### src/rtl/asu_riscv_pkg.sv
`default_nettype none
// ============================================================================
// Module      : asu_riscv_pkg
// Description : Shared definitions for the RV32M multiply/divide unit.
//               Holds the md operator encodings, the divider FSM state
//               encoding and a small magnitude helper.
// Revision    : 1.0 - initial release
// ============================================================================
package asu_riscv_pkg;

   // md operator encodings: bit 0 selects unsigned, bit 1 selects remainder
   localparam logic [1:0] MD_OP_DIV  = 2'b00;
   localparam logic [1:0] MD_OP_DIVU = 2'b01;
   localparam logic [1:0] MD_OP_REM  = 2'b10;
   localparam logic [1:0] MD_OP_REMU = 2'b11;

   typedef enum logic [1:0] {
      DIV_IDLE = 2'b00,
      DIV_CALC = 2'b01,
      DIV_FIX  = 2'b10,
      DIV_DONE = 2'b11
   } div_state_e;

   // Two's-complement magnitude; 0x80000000 maps onto itself, which is the
   // correct unsigned magnitude of the most negative value.
   function automatic logic [31:0] abs_val(input logic [31:0] x, input logic neg);
      return neg ? (~x + 32'd1) : x;
   endfunction

endpackage : asu_riscv_pkg
`default_nettype wire

### src/rtl/asu_riscv_div_step.sv
`default_nettype none
// ============================================================================
// Module      : asu_riscv_div_step
// Description : One combinational radix-2 restoring division step.
//               Shifts the next dividend bit into the partial remainder,
//               trial-subtracts the divisor and restores on underflow.
// Ports       : rem_i     [32:0] current partial remainder
//               q_msb_i          next dividend bit (quotient register MSB)
//               div_i     [31:0] divisor magnitude
//               new_rem_o [32:0] updated partial remainder
//               q_bit_o          quotient bit produced by this step
// Revision    : 1.0 - initial release
// ============================================================================
module asu_riscv_div_step (
   input  logic [32:0] rem_i,
   input  logic        q_msb_i,
   input  logic [31:0] div_i,
   output logic [32:0] new_rem_o,
   output logic        q_bit_o
);

   logic [33:0] w_shifted;
   logic [33:0] w_trial;

   // The partial remainder is always below the divisor, so bit 32 of rem_i
   // is zero in practice; carrying it through the full-width subtract keeps
   // the step correct in isolation for any input.
   assign w_shifted = {rem_i, q_msb_i};
   assign w_trial   = w_shifted - {2'b00, div_i};

   assign q_bit_o   = ~w_trial[33];
   assign new_rem_o = q_bit_o ? w_trial[32:0] : w_shifted[32:0];

endmodule : asu_riscv_div_step
`default_nettype wire

### src/rtl/asu_riscv_divider.sv
`default_nettype none
// ============================================================================
// Module      : asu_riscv_divider
// Description : Multi-cycle radix-2 restoring divider for RV32M DIV, DIVU,
//               REM and REMU. 32 iterations plus a sign-fix cycle; divide
//               by zero and signed overflow complete in one cycle.
// Ports       : clk, nrst (async, active-low)
//               start_i       request a division (sampled in IDLE only)
//               kill_i        abort the current operation, no result
//               operator_i[1:0] 00 DIV, 01 DIVU, 10 REM, 11 REMU
//               op_a_i/op_b_i dividend / divisor, stable while busy_o
//               busy_o        high whenever not IDLE
//               valid_o       one-cycle result strobe
//               result_o[31:0] quotient or remainder, held between ops
// Revision    : 1.0 - initial release
// ============================================================================
module asu_riscv_divider
   import asu_riscv_pkg::*;
(
   input  logic        clk,
   input  logic        nrst,
   input  logic        start_i,
   input  logic        kill_i,
   input  logic [1:0]  operator_i,
   input  logic [31:0] op_a_i,
   input  logic [31:0] op_b_i,
   output logic        busy_o,
   output logic        valid_o,
   output logic [31:0] result_o
);

   div_state_e  r_state;
   div_state_e  w_next_state;

   logic        r_rem_sel;
   logic [31:0] r_quot;
   logic [31:0] r_div;
   logic [32:0] r_rem;
   logic        r_neg_q;
   logic        r_neg_r;
   logic [4:0]  r_count;
   logic [31:0] r_result;
   logic        r_valid;
   logic        r_busy;

   logic        w_signed;
   logic        w_sign_a;
   logic        w_sign_b;
   logic        w_div_zero;
   logic        w_overflow;
   logic        w_accept;
   logic [32:0] w_new_rem;
   logic        w_q_bit;

   assign w_signed   = ~operator_i[0];
   assign w_sign_a   = w_signed & op_a_i[31];
   assign w_sign_b   = w_signed & op_b_i[31];
   assign w_div_zero = (op_b_i == 32'd0);
   assign w_overflow = w_signed && (op_a_i == 32'h8000_0000) && (op_b_i == 32'hFFFF_FFFF);
   assign w_accept   = (r_state == DIV_IDLE) && start_i && !kill_i;

   asu_riscv_div_step u_step (
      .rem_i     (r_rem),
      .q_msb_i   (r_quot[31]),
      .div_i     (r_div),
      .new_rem_o (w_new_rem),
      .q_bit_o   (w_q_bit)
   );

   // ------------------------------------------------------------------
   // FSM state register
   // ------------------------------------------------------------------
   always_ff @(posedge clk or negedge nrst) begin
      if (!nrst) begin
         r_state <= DIV_IDLE;
      end else begin
         r_state <= w_next_state;
      end
   end

   // ------------------------------------------------------------------
   // FSM next state; kill_i overrides every transition out of a busy state
   // ------------------------------------------------------------------
   always_comb begin
      w_next_state = r_state;
      case (r_state)
         DIV_IDLE: begin
            if (start_i && !kill_i) begin
               w_next_state = (w_div_zero || w_overflow) ? DIV_DONE : DIV_CALC;
            end
         end
         DIV_CALC: begin
            if (kill_i) begin
               w_next_state = DIV_IDLE;
            end else if (r_count == 5'd31) begin
               w_next_state = DIV_FIX;
            end
         end
         DIV_FIX: begin
            w_next_state = kill_i ? DIV_IDLE : DIV_DONE;
         end
         DIV_DONE: begin
            w_next_state = DIV_IDLE;
         end
         default: begin
            w_next_state = DIV_IDLE;
         end
      endcase
   end

   // ------------------------------------------------------------------
   // Datapath and registered outputs
   // ------------------------------------------------------------------
   always_ff @(posedge clk or negedge nrst) begin
      if (!nrst) begin
         r_rem_sel <= 1'b0;
         r_quot    <= 32'd0;
         r_div     <= 32'd0;
         r_rem     <= 33'd0;
         r_neg_q   <= 1'b0;
         r_neg_r   <= 1'b0;
         r_count   <= 5'd0;
         r_result  <= 32'd0;
         r_valid   <= 1'b0;
         r_busy    <= 1'b0;
      end else begin
         // Both outputs follow the next state so they line up with it
         r_valid <= (w_next_state == DIV_DONE);
         r_busy  <= (w_next_state != DIV_IDLE);

         if (w_accept) begin
            r_rem_sel <= operator_i[1];
            if (w_div_zero) begin
               r_result <= operator_i[1] ? op_a_i : 32'hFFFF_FFFF;
            end else if (w_overflow) begin
               r_result <= operator_i[1] ? 32'd0 : 32'h8000_0000;
            end else begin
               r_quot  <= abs_val(op_a_i, w_sign_a);
               r_div   <= abs_val(op_b_i, w_sign_b);
               r_rem   <= 33'd0;
               r_neg_q <= w_sign_a ^ w_sign_b;
               r_neg_r <= w_sign_a;
               r_count <= 5'd0;
            end
         end

         if ((r_state == DIV_CALC) && !kill_i) begin
            r_rem   <= w_new_rem;
            r_quot  <= {r_quot[30:0], w_q_bit};
            r_count <= r_count + 5'd1;
         end

         if ((r_state == DIV_FIX) && !kill_i) begin
            if (r_rem_sel) begin
               r_result <= abs_val(r_rem[31:0], r_neg_r);
            end else begin
               r_result <= abs_val(r_quot, r_neg_q);
            end
         end
      end
   end

   assign busy_o   = r_busy;
   assign valid_o  = r_valid;
   assign result_o = r_result;

endmodule : asu_riscv_divider
`default_nettype wire

### config.mk
export PLATFORM = sky130hd
export DESIGN_NAME = asu_riscv_divider
export DESIGN_NICKNAME = d
export VERILOG_FILES = /design/src/rtl/asu_riscv_pkg.sv /design/src/rtl/asu_riscv_div_step.sv /design/src/rtl/asu_riscv_divider.sv
export SDC_FILE = /design/constraint.sdc
export NUM_CORES = 1
export LEC_CHECK = 0
export CAP_MARGIN = 20
export CORE_MARGIN = 8
export CORE_UTILIZATION = 58
export DETAILED_ROUTE_END_ITERATION = 6
export PLACE_DENSITY = 0.81
export SLEW_MARGIN = 10
export SYNTH_ARGS = -nofsm -noshare
export SYNTH_HDL_FRONTEND = slang
export SYNTH_SLANG_ARGS = --single-unit
### constraint.sdc
create_clock -name clk -period 3.8 [get_ports clk]
set_input_delay 0.38 -clock clk [delete_from_list [all_inputs] [get_ports clk]]
set_output_delay 0.38 -clock clk [all_outputs]
set_load 0.02 [all_outputs]
==> results of run 1 <==
[flip-flops by register name, summed over array words and instances (netlist names)]
signal and flops:
busy_o 1, r_count 5, r_div 32, r_neg_q 1
r_neg_r 1, r_quot 32, r_rem 33, r_rem_sel 1
r_state 2, result_o 32, valid_o 1
[metrics by stage]
stage	std cells	util	hold slack (ps)	setup WS, ps	total power [W]
after floorplan	1292	-	84.41	734.7	0.002903
after global placement	1595	0.6739	464.5	312.5	0.003323
after detailed placement	1595	0.6739	469.7	254.3	0.003361
after CTS	1627	0.7101	33.71	388.5	0.005208
after global routing	1627	0.7101	60.14	139.9	0.005472
final	1627	0.7101	-1.536	378.3	0.005218
[worst paths after layout]
kind / slack (ps) / to / depth (start not counted)
max in group asynchronous: 2910 / r_div[30] / 2
max: 380 / result_o[24] / 11
max reg2reg: 380 / result_o[24] / 11
min reg2reg: 480 / r_div[23] / 2
min: -2 / result_o[6] / 1
min in group clk: 480 / r_div[23] / 2
[synthesized netlist by cell type, types with 11 or more instances]
cell,n
xnor2_1,83
nor3_1,17
clkbuf_1,43
nand2_1,139
ha_1,39
nand3_1,20
mux2i_1,28
o21ai_0,88
inv_1,53
nand2b_1,12
and2_1,11
dfrtp_1,141
buf_2,16
o21ai_1,55
a221o_1,33
xor2_1,66
nand4_1,14
a21o_1,17
o211ai_1,13
nor2_1,115
o31ai_1,25
a21oi_1,86
or3_1,15
a22oi_1,11
o41ai_1,13
a31oi_1,17
[cells in the final DEF (no fill, tap or decap), types with 17 or more instances in the layout]
master           synthesis  routed
a31oi_1                 17      17
ha_1                    39      39
dfrtp_1                141     141
nor2_1                 115     114
mux2i_1                 28      28
a21oi_1                 86      86
o21ai_1                 55      55
inv_1                   53      53
nand2_1                139     139
a221o_1                 33      33
xor2_1                  66      66
o31ai_1                 25      25
xnor2_1                 83      83
nand3_1                 20      20
clkdlybuf4s50_1          0     102
nor3_1                  17      17
buf_4                    2      28
a21o_1                  17      17
o21ai_0                 88      88
clkbuf_16                0      17
[power groups by stage]
stage | registers, W | logic, W | clock network [W]
2_1_floorplan | 0.00186 | 0.00104 | 0
3_3_place_gp | 0.00193 | 0.00139 | 0
6_report | 0.00193 | 0.00145 | 0.00184
5_1_grt | 0.00195 | 0.00160 | 0.00192
3_5_place_dp | 0.00194 | 0.00142 | 0
4_1_cts | 0.00192 | 0.00144 | 0.00185
[cells by family after synthesis]
group | count (synthesis) | synth area share
AO/OA/AOI/OAI | 407 | 0.2473
XOR/XNOR | 150 | 0.1232
buffers and inverters | 118 | 0.04433
flip-flops | 141 | 0.3290
AND/OR/NAND/NOR | 406 | 0.1805
multiplexers | 30 | 0.02823
adder cells (fa/ha/maj) | 40 | 0.04737
[final cells by class]
| class | count | area share |
|---|---|---|
| Multi-Input combinational cell | 1033 | 0.5270 |
| Timing Repair Buffer | 138 | 0.1080 |
| Clock inverter | 10 | 0.01241 |
| Clock buffer | 22 | 0.03861 |
| Sequential cell | 141 | 0.2757 |
| Tap cell | 229 | 0.02239 |
| Inverter | 54 | 0.01593 |
[metal layers]
layer,part of all wire,track usage,vias up,wire [um]
li1,-,-,4853,-
met1,0.45,0.3447,4793,13420
met2,0.47,0.4089,439,14020
met3,0.068,0.04177,42,2031
met4,0.015,0.07355,0,461
met5,0,0,-,0
==> flow_results.org, run 1 <==
** Status
- Outcome :: finished with violations
- The checks that failed: negative hold slack.

** Power
- Logic gate share of total power :: 0.278
- Summed over all nets, the switching power comes to 0.001714 W.
- Cell internal power was estimated by the tool at 0.003504 W.
- Of the total power, the clock network draws 0.353.
- VDD sags by at most 0.2846 mV.
- Power per Cell Area :: 407.7 nW/um2
- Standby leakage power :: 5.529 nW
- Part of the power in registers :: 0.369
- Switching power share of the total :: 0.3285

** Worst setup path
- Worst Setup Start Kind :: flop
- Biggest cell delay along the critical path :: 550 ps
- The largest individual stage delay along the critical path comes from the cell or4_1.
- Critical path, cell by cell :: inv_1 > ha_1 > or3b_1 > or4_1 > or2_4 > or4_4 > o41ai_2 > xor2_1 > o21ai_0 > a21oi_1 > o21ai_1
- Beginning of the worst register-to-register path :: r_quot[1]
- Critical Setup Path Class :: flop to flop
- At the worst endpoint, the arrival time is 3720 ps.
- Broken down by cell family, the worst path's largest delay share belongs to simple AND/OR/NAND/NOR gates.
- Number of buffer and inverter stages on the critical path :: 1
- Kind of end point of the critical path :: flop
- Data on the critical path is required at its endpoint by 4100 ps.
- Launch point of the critical path :: r_quot[1]
- Of all nets on the critical path, the largest fanout is 5.

** Yosys
- By area the synthesized netlist is led by dfrtp_1 33%, xnor2_1 6.8%, xor2_1 5.4%.
- Cell accounting for the most synthesized area :: dfrtp_1
- In this run the cell area of the synthesized design comes to 10720 um2.
- Number of flip-flops and latches in the synthesized netlist :: 141
- Most used flip-flop cell after synthesis :: dfrtp_1
- Total number of yosys warnings :: 0
- In the synthesized netlist the async set-or-reset flop fraction comes to 1.000.
- The cell count after synthesis came out at 1292.
- Of the post-synthesis cell area, the dominant cell type holds 0.3290.
- When the netlist entered floorplanning its net count stood at 1402.
- Of the synthesized area, sequential elements account for 0.3290.
- Post-synthesis area per instance :: 8.300 um2
- Count of flip-flops with a built-in enable after synthesis :: 0
- Number of library cell types mapped by synthesis :: 76

** GRT
- Global-route wire length before repair :: 49260 um
- The via count of the first global-routing pass came to 9569.
- For this run, the total global-route usage over all layers was measured as 0.2539.
- Entering global routing, the biggest net connects 84 pins.
- Total congestion overflow after global routing :: 0
- Initial antenna violation count :: 1

** STA
- The count of endpoints failing hold in the final timing report came to 1.
- Hold timing on the final database bottoms out at a slack of -1.536 ps.
- Count of final setup violators :: 0
- Headroom to the max-slew limit came out at 0.2895.
- Based on the critical path, the design can be clocked at up to 292.3 MHz.
- Worst-case clock skew :: 10.03 ps
- Pins Over Slew Limit :: 0
- Time the final worst path needs with I/O delays and setup :: 3422 ps
- Setup total negative slack on the finished layout was measured at 0 ps.
- Of the available clock period, the critical path in the final layout requires 0.9004.
- For the pin with the worst max-slew slack, the measured transition is 1063 ps.
- Setup repair after global routing missed its margin :: no

** Finish
- In the final layout, the share of cells above drive strength 1 is 0.06795.
- Area growth from synthesis to layout :: 19.36%
- Layout net count :: 1495
- 0 antenna diodes ended up in the layout.
- Multi-input gate area :: 6745 um2
- Fill cells in the final layout number 1450.
- In the final layout, flip-flops and latches occupy 3528 um2.
- After routing the design area is 12800 um2.

** Clocking
- TritonCTS built the clock tree.
- Longest Clk Path Bufs :: 2
- After clock tree synthesis, the setup repair step added 0 buffers.
- Clock buffers created by TritonCTS :: 17
- Clock Latency Late Sink :: 430 ps
- Clock slew at reported path FFs :: 60 ps
- In this run, post-CTS hold repair placed 0 buffers.
- The root buffer cell chosen for the clock tree is clkbuf_16.
- Once the clock tree was built, the resizer swapped 0 gates to a different size.
- The clock drives 141 sinks.
- Number of H-tree levels :: 4

** Routing
- After detailed routing, the number of remaining DRC violations is 0.
- Drt first-iter violations :: 855
- Wires add up to 29930 um.
- Summing over every cut layer, the via total after detailed routing is 10130.
- Drt pass-1 iters :: 6
- Dividing the detail-routed via count by the number of cells gives 6.224.
- Post-detailed-route wirelength per cell :: 18.39 um
- In this run the remaining antenna-violating nets after routing total 0.

** Die
- The initial utilization of the core area, before any placement, comes to 0.5950.
- Number of top-level pins :: 104
- Std-Cell Core Area :: 18020 um2
- Die Y :: 152.0 um
- Rows :: 49
- Die W :: 152.0 um
- Total Die Area :: 23100 um2

** Placement
- Input and output buffers added on the ports amount to 103.
- Post-detailed-placement cell area :: 12150 um2
- The HPWL after detailed placement is 22030 um.
- The congestion estimate from routability-driven global placement came to 0.9103.

** Job
- MaxCap Viol Count :: 0

** Hold path
- The tightest min-delay check is of the input port to asynchronous set/reset pin type.
Note: power is estimated with default switching activity, not from simulation.
==> run 2: changes to the inputs <==
- clock period: 3.8 -> 3.7 ns (I/O delays scaled with it)
==> run 2 against run 1 <==
Effect of this change:
- worst setup slack worse by 120 ps
- maximum frequency is 0.69% lower
- worst hold slack worse by 64 ps
- wire length is 1.7% higher
- register-to-register slack worse by 120 ps
- design area is 0.68% higher
- the flow still finishes with violations (negative hold slack)
- combinational power is 6% higher
==> flow_results.org, run 2 (synthesis gave the netlist of run 1 again) <==
** Die
- After floorplanning, the core was divided into 49 placement rows.
- Die Y :: 152.0 um
- Std-Cell Core Area :: 18020 um2
- The floorplan step defined a die boundary enclosing 23100 um2.
- Die W :: 152.0 um
- 104 I/O pins were placed.
- Starting density of the core :: 0.5950

** Finish
- The register with the most flip-flops in the layout has 33 of them.
- The number of antenna diodes in the final layout is 0.
- Share of post-route cells with drive strength above 1 :: 0.07321
- Most common cell after layout, fill and taps aside :: dfrtp_1
- The area growth from synthesis to layout is 20.17%.
- Layout net count :: 1504
- More flip-flops sit in one register than any other, and that register is r_rem.
- In the layout the commonest cells are 141 x dfrtp_1, 139 x nand2_1, 114 x nor2_1.
- Fill count :: 1457

** Clocking
- Hold repair after CTS inserted 0 buffers.
- Clock Latency Late Sink :: 430 ps
- TritonCTS clock tree :: built
- Clock buffers created by TritonCTS :: 17
- Number of sinks driven by the clock tree :: 141
- Once the clock tree was built, the resizer swapped 0 gates to a different size.
- Number of H-tree levels :: 4
- Post-CTS timing repair inserted 0 buffers for setup.
- The root buffer cell chosen for the clock tree is clkbuf_16.
- Clock slew at reported path FFs :: 60 ps
- Longest Clk Path Bufs :: 2

** STA
- Headroom to the max-slew limit came out at 0.3674.
- On the final layout, the worst hold slack is -65.53 ps.
- Count of final setup violators :: 0
- Setup repair after global routing missed its margin :: no
- Summed over all failing endpoints, the final setup total negative slack is 0 ps.
- Tightest Pin Transition :: 947.0 ps
- The max-slew violation count is 0.
- Based on the critical path, the design can be clocked at up to 290.2 MHz.
- Hold violation total from the final report :: 21
- Of the available clock period, the critical path in the final layout requires 0.9312.
- Worst-case clock skew :: 8.160 ps
- Time the final worst path needs with I/O delays and setup :: 3445 ps

** Power
- Dividing total power by cell area gives a power density of 414.1 nW/um2.
- Switching power share of the total :: 0.3375
- The share of total power dissipated in combinational logic is 0.286.
- Power spent charging and discharging nets :: 0.001801 W
- The share of total power dissipated in sequential elements is 0.372.
- Cell internal power was estimated by the tool at 0.003535 W.
- Worst vdd rail ir drop :: 0.3066 mV
- Summed over all cells, the static leakage comes to 5.571 nW.
- The share of total power dissipated in the clock network is 0.342.

** GRT
- Global Route Usage Sum :: 0.2581
- Total congestion overflow after global routing :: 0
- Entering global routing, the biggest net connects 84 pins.
- The via count of the first global-routing pass is 9740.
- Global-route wire length before repair :: 49820 um
- Initial antenna violation count :: 0

** Worst setup path
- Data on the critical path is required at its endpoint by 4010 ps.
- CP max FO :: 5
- The critical path in this run is classified as flop to flop.
- STA classifies the critical path endpoint as a flop.
- Data arrival time at the worst-slack endpoint :: 3760 ps
- STA classifies the critical path startpoint as a flop.

** Routing
- Via count :: 10230
- Remaining design rule violation count :: 0
- Dividing the detail-routed via count by the number of cells gives 6.256.
- Drt first-iter violations :: 1062
- For this block, the routed nets add up to 30430 um of wire.
- After detailed routing, the average wire length per cell comes to 18.60 um.
- The first detailed-routing pass ran for 5 iterations.
- Number of antenna-violating nets in the routed design :: 0

** Status
- Outcome :: finished with violations
- The final reports fail on negative hold slack.

** Placement
- Summed over all nets, the half-perimeter wirelength after detailed placement is 22320 um.
- At the end of routability-driven placement, the weighted congestion stood at 0.9525.
- Port buffer count :: 103

** Job
- MaxCap Viol Count :: 0

** Hold path
- The worst hold path belongs to the class input port to asynchronous set/reset pin.
==> run 2: worst max-delay path, stage by stage, from the launching register on <==
cell	delay [ps]
dfrtp_1	420
inv_1	130
ha_1	180
or3b_1	390
or4_1	560
or2_4	290
or4_4	540
o31ai_4	240
xnor2_1	90
o21ai_1	140
a21oi_1	60
a221o_1	280
==> run 2: worst paths after layout <==
path	from	endpoint	slack, ps	cells past startpoint
worst max-delay path	r_quot[1]	result_o[26]	250	11
worst min-delay path	nrst	valid_o	-70	1
worst max register to register	r_quot[1]	result_o[26]	250	11
worst min register to register	r_div[20]	r_div[20]	480	2
max in group asynchronous	nrst	r_div[23]	2710	2
min in group clk	r_div[20]	r_div[20]	480	2
==> run 2: power groups by stage <==
| stage | logic [W] | clock network [W] | registers (W) |
|---|---|---|---|
| finish | 0.00153 | 0.00182 | 0.00199 |
| detailed placement | 0.00146 | 0 | 0.00201 |
| global route | 0.00169 | 0.00190 | 0.00201 |
| CTS | 0.00148 | 0.00184 | 0.00199 |
| global placement | 0.00142 | 0 | 0.00200 |
| floorplan | 0.00107 | 0 | 0.00191 |
==> run 2: per-layer routing <==
layer  up-vias  wire [um]  GRT usage
met5         -          0          0
li1       4871          -          -
met3        65       2125    0.03726
met2       463      14040     0.4174
met1      4835      13460     0.3427
met4         0        810     0.1004
==> run 2: final cells by class <==
type	instances	area, um2	share of cell area
repair buffers	147	1503	0.1166
clock buffers	18	429.2	0.03330
multi-input cells	1033	6745	0.5234
clock inverters	14	191.4	0.01485
flip-flops and latches	141	3528	0.2738
well taps	229	286.5	0.02223
inverters	54	203.9	0.01583
==> run 2: stage by stage <==
| step | worst slack [ps] | cell area, um2 | util | power, W | std cells |
|---|---|---|---|---|---|
| 4_1_cts | 254.4 | 12830 | 0.7119 | 0.005308 | 1634 |
| 6_report | 254.6 | 12890 | 0.7150 | 0.005337 | 1636 |
| 2_1_floorplan | 634.7 | 10720 | - | 0.002982 | 1292 |
| 3_5_place_dp | 210.6 | 12210 | 0.6775 | 0.003472 | 1602 |
| 3_3_place_gp | 285.1 | 12210 | 0.6775 | 0.003423 | 1602 |
| 5_1_grt | 77.47 | 12890 | 0.7150 | 0.005602 | 1636 |
